[src/rtl/mc_ctrl.sv]
// Multicycle MIPS32 control FSM: sequences fetch/decode/execute/memory/writeback
// and drives all datapath controls. Optional counters under `MC_CTRL_PERF_EN`.
module mc_ctrl #(
    parameter logic [2:0] NONE_DEFAULT_ALU = 3'b000
) (
    input  logic       clk,
    input  logic       reset_n,
    input  logic [5:0] opcode,
    input  logic [5:0] funct,
    input  logic       zero,
    input  logic       mem_ack,
    output logic       mem_req,
    output logic       mem_we,
    output logic       pc_we,
    output logic       ir_we,
    output logic       reg_we,
    output logic       extop,
    output logic       luiop,
    output logic [2:0] alu_op,
    output logic       alu_b_sel,
    output logic [1:0] reg_dst,
    output logic [1:0] wd_sel,
    output logic [1:0] pc_sel,
    output logic       illegal
`ifdef MC_CTRL_PERF_EN
    ,
    output logic [31:0] cycle_cnt,
    output logic [31:0] instr_cnt
`endif
);

    typedef enum logic [2:0] {
        S_RST    = 3'd0,
        S_FETCH  = 3'd1,
        S_DECODE = 3'd2,
        S_EXEC   = 3'd3,
        S_MEM    = 3'd4,
        S_WB     = 3'd5
    } state_t;

    localparam logic [5:0] OP_RTYPE = 6'h00;
    localparam logic [5:0] OP_J     = 6'h02;
    localparam logic [5:0] OP_JAL   = 6'h03;
    localparam logic [5:0] OP_BEQ   = 6'h04;
    localparam logic [5:0] OP_ORI   = 6'h0D;
    localparam logic [5:0] OP_LUI   = 6'h0F;
    localparam logic [5:0] OP_LW    = 6'h23;
    localparam logic [5:0] OP_SW    = 6'h2B;
    localparam logic [5:0] FN_NOP   = 6'h00;
    localparam logic [5:0] FN_JR    = 6'h08;
    localparam logic [5:0] FN_ADDU  = 6'h21;
    localparam logic [5:0] FN_SUBU  = 6'h23;

    state_t state, next_state;

    logic is_r, is_addu, is_subu, is_nop, is_jr, is_ori, is_lui;
    logic is_lw, is_sw, is_beq, is_j, is_jal, is_ralu, is_legal;

    // The all-zero word (sll $0,$0,0) is executed as an addu into $0.
    assign is_r     = (opcode == OP_RTYPE);
    assign is_addu  = is_r && (funct == FN_ADDU);
    assign is_subu  = is_r && (funct == FN_SUBU);
    assign is_nop   = is_r && (funct == FN_NOP);
    assign is_jr    = is_r && (funct == FN_JR);
    assign is_ori   = (opcode == OP_ORI);
    assign is_lui   = (opcode == OP_LUI);
    assign is_lw    = (opcode == OP_LW);
    assign is_sw    = (opcode == OP_SW);
    assign is_beq   = (opcode == OP_BEQ);
    assign is_j     = (opcode == OP_J);
    assign is_jal   = (opcode == OP_JAL);
    assign is_ralu  = is_addu || is_subu || is_nop;
    assign is_legal = is_ralu || is_jr || is_ori || is_lui || is_lw || is_sw
                    || is_beq || is_j || is_jal;

    logic [2:0] dec_alu_op;
    logic       dec_b_sel, dec_extop, dec_luiop;

    // ALU/ext configuration per instruction, shared by EXEC and held into WB.
    always_comb begin
        dec_alu_op = NONE_DEFAULT_ALU;
        dec_b_sel  = 1'b0;
        dec_extop  = 1'b0;
        dec_luiop  = 1'b0;
        if (is_subu || is_beq) begin
            dec_alu_op = 3'b001;
        end else if (is_ori) begin
            dec_alu_op = 3'b010;
        end
        if (is_ori || is_lui || is_lw || is_sw) begin
            dec_b_sel = 1'b1;
        end
        if (is_lw || is_sw || is_beq) begin
            dec_extop = 1'b1;
        end
        if (is_lui) begin
            dec_luiop = 1'b1;
        end
    end

    always_ff @(posedge clk or negedge reset_n) begin
        if (!reset_n) begin
            state <= S_RST;
        end else begin
            state <= next_state;
        end
    end

    always_comb begin
        next_state = state;
        mem_req    = 1'b0;
        mem_we     = 1'b0;
        pc_we      = 1'b0;
        ir_we      = 1'b0;
        reg_we     = 1'b0;
        extop      = 1'b0;
        luiop      = 1'b0;
        alu_op     = NONE_DEFAULT_ALU;
        alu_b_sel  = 1'b0;
        reg_dst    = 2'b00;
        wd_sel     = 2'b00;
        pc_sel     = 2'b00;
        illegal    = 1'b0;
        case (state)
            S_RST: begin
                next_state = S_FETCH;
            end
            S_FETCH: begin
                mem_req = 1'b1;
                if (mem_ack) begin
                    ir_we      = 1'b1;
                    pc_we      = 1'b1;
                    next_state = S_DECODE;
                end
            end
            S_DECODE: begin
                if (is_legal) begin
                    next_state = S_EXEC;
                end else begin
                    illegal    = 1'b1;
                    next_state = S_FETCH;
                end
            end
            S_EXEC: begin
                alu_op     = dec_alu_op;
                alu_b_sel  = dec_b_sel;
                extop      = dec_extop;
                luiop      = dec_luiop;
                next_state = S_WB;
                if (is_lw || is_sw) begin
                    next_state = S_MEM;
                end else if (is_beq) begin
                    pc_we      = zero;
                    pc_sel     = 2'b01;
                    next_state = S_FETCH;
                end else if (is_j || is_jal) begin
                    pc_we      = 1'b1;
                    pc_sel     = 2'b10;
                    next_state = S_FETCH;
                    if (is_jal) begin
                        reg_we  = 1'b1;
                        reg_dst = 2'b10;
                        wd_sel  = 2'b10;
                    end
                end else if (is_jr) begin
                    pc_we      = 1'b1;
                    pc_sel     = 2'b11;
                    next_state = S_FETCH;
                end
            end
            S_MEM: begin
                mem_req   = 1'b1;
                mem_we    = is_sw;
                extop     = 1'b1;
                alu_b_sel = 1'b1;
                if (mem_ack) begin
                    next_state = is_lw ? S_WB : S_FETCH;
                end
            end
            S_WB: begin
                reg_we     = 1'b1;
                wd_sel     = is_lw ? 2'b01 : 2'b00;
                reg_dst    = is_ralu ? 2'b01 : 2'b00;
                alu_op     = dec_alu_op;
                alu_b_sel  = dec_b_sel;
                extop      = dec_extop;
                luiop      = dec_luiop;
                next_state = S_FETCH;
            end
            default: begin
                next_state = S_RST;
            end
        endcase
    end

`ifdef MC_CTRL_PERF_EN
    logic instr_done;

    // Only genuine completions re-enter FETCH from EXEC/MEM/WB; illegal exits from DECODE.
    assign instr_done = (next_state == S_FETCH)
                     && ((state == S_EXEC) || (state == S_MEM) || (state == S_WB));

    always_ff @(posedge clk or negedge reset_n) begin
        if (!reset_n) begin
            cycle_cnt <= 32'd0;
            instr_cnt <= 32'd0;
        end else begin
            if (state != S_RST) begin
                cycle_cnt <= cycle_cnt + 32'd1;
            end
            if (instr_done) begin
                instr_cnt <= instr_cnt + 32'd1;
            end
        end
    end
`endif

endmodule

[config.mk]
export PLATFORM = sky130hd
export DESIGN_NAME = mc_ctrl
export DESIGN_NICKNAME = d
export VERILOG_FILES = /design/src/rtl/mc_ctrl.sv
export SDC_FILE = /design/constraint.sdc
export NUM_CORES = 1
export LEC_CHECK = 0
export CAP_MARGIN = 10
export CORE_MARGIN = 4
export CORE_UTILIZATION = 32
export CTS_CLUSTER_DIAMETER = 200
export CTS_CLUSTER_SIZE = 10
export DETAILED_ROUTE_END_ITERATION = 10
export PLACE_DENSITY = 0.81
export SYNTH_ARGS = -nofsm -noshare
export SYNTH_HDL_FRONTEND = slang
export SYNTH_SLANG_ARGS = --single-unit
[constraint.sdc]
create_clock -name clk -period 1.05 [get_ports clk]
set_input_delay 0.1575 -clock clk [delete_from_list [all_inputs] [get_ports clk]]
set_output_delay 0.1575 -clock clk [all_outputs]
set_load 0.02 [all_outputs]
==> results.yml, run 1 <==
place:
  portBuffers: 32
  placed_cells: 147
  post-place-ws_ps: -1270
  place.gp.congestion: 0.807
  place_hpwl_mm: 1.79
synth:
  synth_fp_nets: 94
  synth.avg_cell_area_um2: 6.90
  synth-async-reset-ratio_pct: 100
  synth_cells: 78
  syn-cell-area_um2: 538
  synth_edf_count: 0
  synth_flop_cell: "dfrtp_1"
  yosysSeqAreaShare_pct: 14.0
  ys_seq_elements: 3
  ys_types: 36
  yosysWarningCount: 0
die:
  pin_count: 34
  start_util_pct: 34.9
  die_x_um: 49.0
  rows: 14
  die_h_um: 49.0
clock_network:
  htreeDepth: 1
  holdBufCountCts: 0
  cts.path.max_buffers: 2
  numCtsBuffers: 3
  clock_sinks: 3
  clockRootBuffer: "clkbuf_4"
sta:
  crit_endpoint: "extop"
  worst-ep-kind: "output port"
outcome:
  outcome: "stopped before the end"
  error: "[ERROR DPL-0038] Utilization greater than 100%, impossible to legalize"
  lastStage: "global routing"
global_route:
  grt_max_degree: 12
per-stage QoR:
stage | hold WS, ps | area [um^2]
floorplan | -138 | 694
detailed placement | 350 | 1180
global placement | 346 | 1180
CTS | 90.8 | 1430
kinds of logic after synthesis:
family / after synthesis / synth area share [%]
AND/OR/NAND/NOR: 47 / 52.3
AO/OA/AOI/OAI: 20 / 25.6
buffers and inverters: 6 / 5.81
flip-flops: 3 / 14.0
XOR/XNOR: 1 / 1.63
other: 1 / 0.697
timing repair:
action                     CTS
setup buffers               20
setup endpoints to repair   20
gates resized for setup    184
pin swaps                   19
synth_stat cells, drive strengths merged (2+ instances only):
cell type / instances / area [um^2]
a21oi: 3 / 15.0
a21o: 3 / 22.5
nor2: 10 / 37.5
nor3b: 3 / 32.5
nor2b: 4 / 25.0
buf: 3 / 20.0
inv: 2 / 7.51
dfrtp: 3 / 75.1
o21ai: 6 / 30.0
o2111a: 2 / 22.5
and3b: 2 / 18.8
nor3: 6 / 35.0
nand3: 3 / 15.0
and3: 3 / 18.8
nand2: 9 / 36.3
o21a: 2 / 15.0
==> inputs of run 2 (changes only) <==
- CORE_AREA: not set -> 4 4 65 67
- CORE_MARGIN: 4 -> not set
- CORE_UTILIZATION: 32 -> not set
- CTS_CLUSTER_DIAMETER: 200 -> not set
- CTS_CLUSTER_SIZE: 10 -> not set
- DIE_AREA: not set -> 0 0 69 71
- PLACE_DENSITY: 0.81 -> not set
- PLACE_DENSITY_LB_ADDON: not set -> 0.15
- clock period: 1.05 -> 1.4 ns (I/O delays scaled with it)
==> results.yml, run 2 <==
global_route:
  gr-usage-all-layers_pct: 8.92
  grt_pass1_vias: 818
  gr-total-overflow: 0
  grt_util_met1_pct: 10.8
  grt_pass1_wl_mm: 3.61
  antenna_found_initial: 0
  grt_most_used_layer: "met2"
  grt_max_degree: 12
  gr-usage-met3_pct: 1.99
  use_met2_pct: 15.4
route:
  drtPass1Iterations: 2
  ant_nets: 0
  avgRoutedWirePerCell_um: 12.0
  vias_per_cell: 4.19
  drt_iter0_drc: 17
  routed_wl_mm: 2.27
  vias: 791
  drc: 0
synth:
  yosysWarningCount: 0
  syn-cell-area_um2: 538
  synth.avg_cell_area_um2: 6.90
  synth_compound_area_share_pct: 25.6
  ys_seq_elements: 3
  synth_xor_area_share_pct: 1.63
  yosysTopAreaCellShare_pct: 14.0
  synth_mux_area_share_pct: 0
  synth.area.top_cells: "dfrtp_1, nor2_1, nand2_1"
  synth-async-reset-ratio_pct: 100
  yosys-top-cells-count: "nor2_1, nand2_1, nor3_1, o21ai_1, nor2b_1"
  synthAdderAreaFrac_pct: 0
  synth_fp_nets: 94
  yosys.area.top_type: "dfrtp_1"
  synth_cells: 78
  synth-simple-area-share_pct: 52.3
  synth_edf_count: 0
  synth_flop_cell: "dfrtp_1"
  synth_top_family_by_area: "simple AND/OR/NAND/NOR gates"
  ys_types: 36
  yosysSeqAreaShare_pct: 14.0
  synth_most_common_cell: "nor2_1"
critical_path:
  crit_start: "state[2]"
  setup.worst_path.end_class: "output port"
  cp_max_fo: 3
  required_ps: 1190
  worstSetupStartpointType: "flip-flop"
  crit_type: "reg2out"
  r2r-start: "state[1]"
  cp.arrival_ps: 1370
final_layout:
  antenna_cells: 0
  final_nets: 158
  top_register: "state"
  largest_reg_flops: 3
  final_cell_mix: "buf_4, nor2_1, buf_6"
  layout_commonest_cell: "buf_4"
  areaGrowthSynthToFinish_pct: 140
  top_regs: "state (3)"
  drive_above_1_share_pct: 67.4
  stdcell_area_um2: 1290
clock_network:
  numCtsBuffers: 3
  clock_sinks: 3
  insertion_delay_ps: 210
  clockRootBuffer: "clkbuf_8"
  cts_tree: "built"
  htreeDepth: 1
  holdBufCountCts: 0
  clk_pin_slew_ps: 30
  cts.path.max_buffers: 2
outcome:
  violations: "setup timing"
  outcome: "finished with violations"
sta:
  layout_setup_ws_ps: -179
  clock.fmax_mhz: 634
  finalCritPeriodShare_pct: 113
  finalSetupViolations: 17
  finalHoldViolations: 0
  maxSlewViolCount: 0
  holdWs_ps: 175
  min_period_ps: 1580
  skew_ps: 0.747
  rsz0062_at_grt: "true"
die:
  pin_count: 34
  core_um2: 3630
  die_h_um: 71
  fp.dieArea_um2: 4900
  die_x_um: 69
  start_util_pct: 14.8
  rows: 22
place:
  placed_area_um2: 1140
  place_hpwl_mm: 1.84
  place.gp.congestion: 0.775
  portBuffers: 32
pwr:
  power_density_nw_per_um2: 1220
  switching_power_uw: 666
  seq_power_share_pct: 12.5
  swShare_pct: 42.3
  pwr-share-clk_pct: 15.9
  pwr-share-comb_pct: 71.7
  ir_worst_vdd_mv: 0.787
  p_int_uw: 909
  p_leak_nw: 0.571
job:
  drv_cap: 0
worst_hold_path:
  min-delay-path-class: "in2async"
run 2: cell counts after synthesis:
No cell type changed its count.
run 2: worst max-delay path, cell delays in order (launching register included):
cell      delay, ps
dfrtp_1         390
nor2b_2         200
o21ai_2          80
nand3b_1        210
nor2_2          150
buf_6           120
run 2: stage by stage:
stage	setup WS [ps]	utilization [%]	instances	setup TNS [ps]	power, mW
floorplan	-82.4	-	78	-82.4	0.659
global placement	-1050	31.5	182	-15590	1.18
detailed placement	-1020	31.5	182	-15430	1.18
CTS	-178	35.1	188	-2040	1.58
global route	-257	35.5	189	-3020	1.69
finish	-179	35.5	189	-1700	1.57
run 2: area by class of cell:
type                       instances  area [um^2]
multi-input combinational         69          586
clock buffer                       4         45.0
inverter                           2         7.51
tap                               48         60.1
timing repair buffer              63          517
fill                             397         2340
sequential                         3         76.3
run 2: path summary, 6_finish.rpt:
path	slack [ps]	end	cells after the start
worst max register to register	240	state[2]	5
worst max-delay path	-180	alu_op[1]	5
max in group asynchronous	1070	state[0]	1
worst min register to register	710	state[0]	2
min in group clk	440	state[2]	4
worst min-delay path	180	state[2]	1
run 2: per-layer routing:
metal | vias up | part of all wire (%)
li1 | 407 | -
met2 | 21 | 51
met3 | 2 | 4.1
met4 | 0 | 0.97
met1 | 361 | 44
met5 | - | 0
run 2: power by group through the flow:
stage / logic (mW) / clock network (mW) / registers (mW)
finish: 1.13 / 0.250 / 0.196
global route: 1.22 / 0.269 / 0.203
CTS: 1.12 / 0.258 / 0.198
detailed placement: 1.00 / 0 / 0.178
global placement: 1.00 / 0 / 0.179
floorplan: 0.497 / 0 / 0.162
run 2: cell families after synthesis:
| family | Yosys count |
|---|---|
| xor gates and xnor gates | 1 |
| DFF | 3 |
| and+or+nand+nor | 47 |
| buffers and inverters | 6 |
| other | 1 |
| AOI/OAI and AO/OA | 20 |
run 2: what timing repair did:
item                       4_1_cts  5_1_grt
setup endpoints to repair       20       17
buffers inserted                 3        1
gates resized for setup        164        3
gates cloned                     0        0
pin swaps                       19        4
Power figures use the tool's default switching activity.
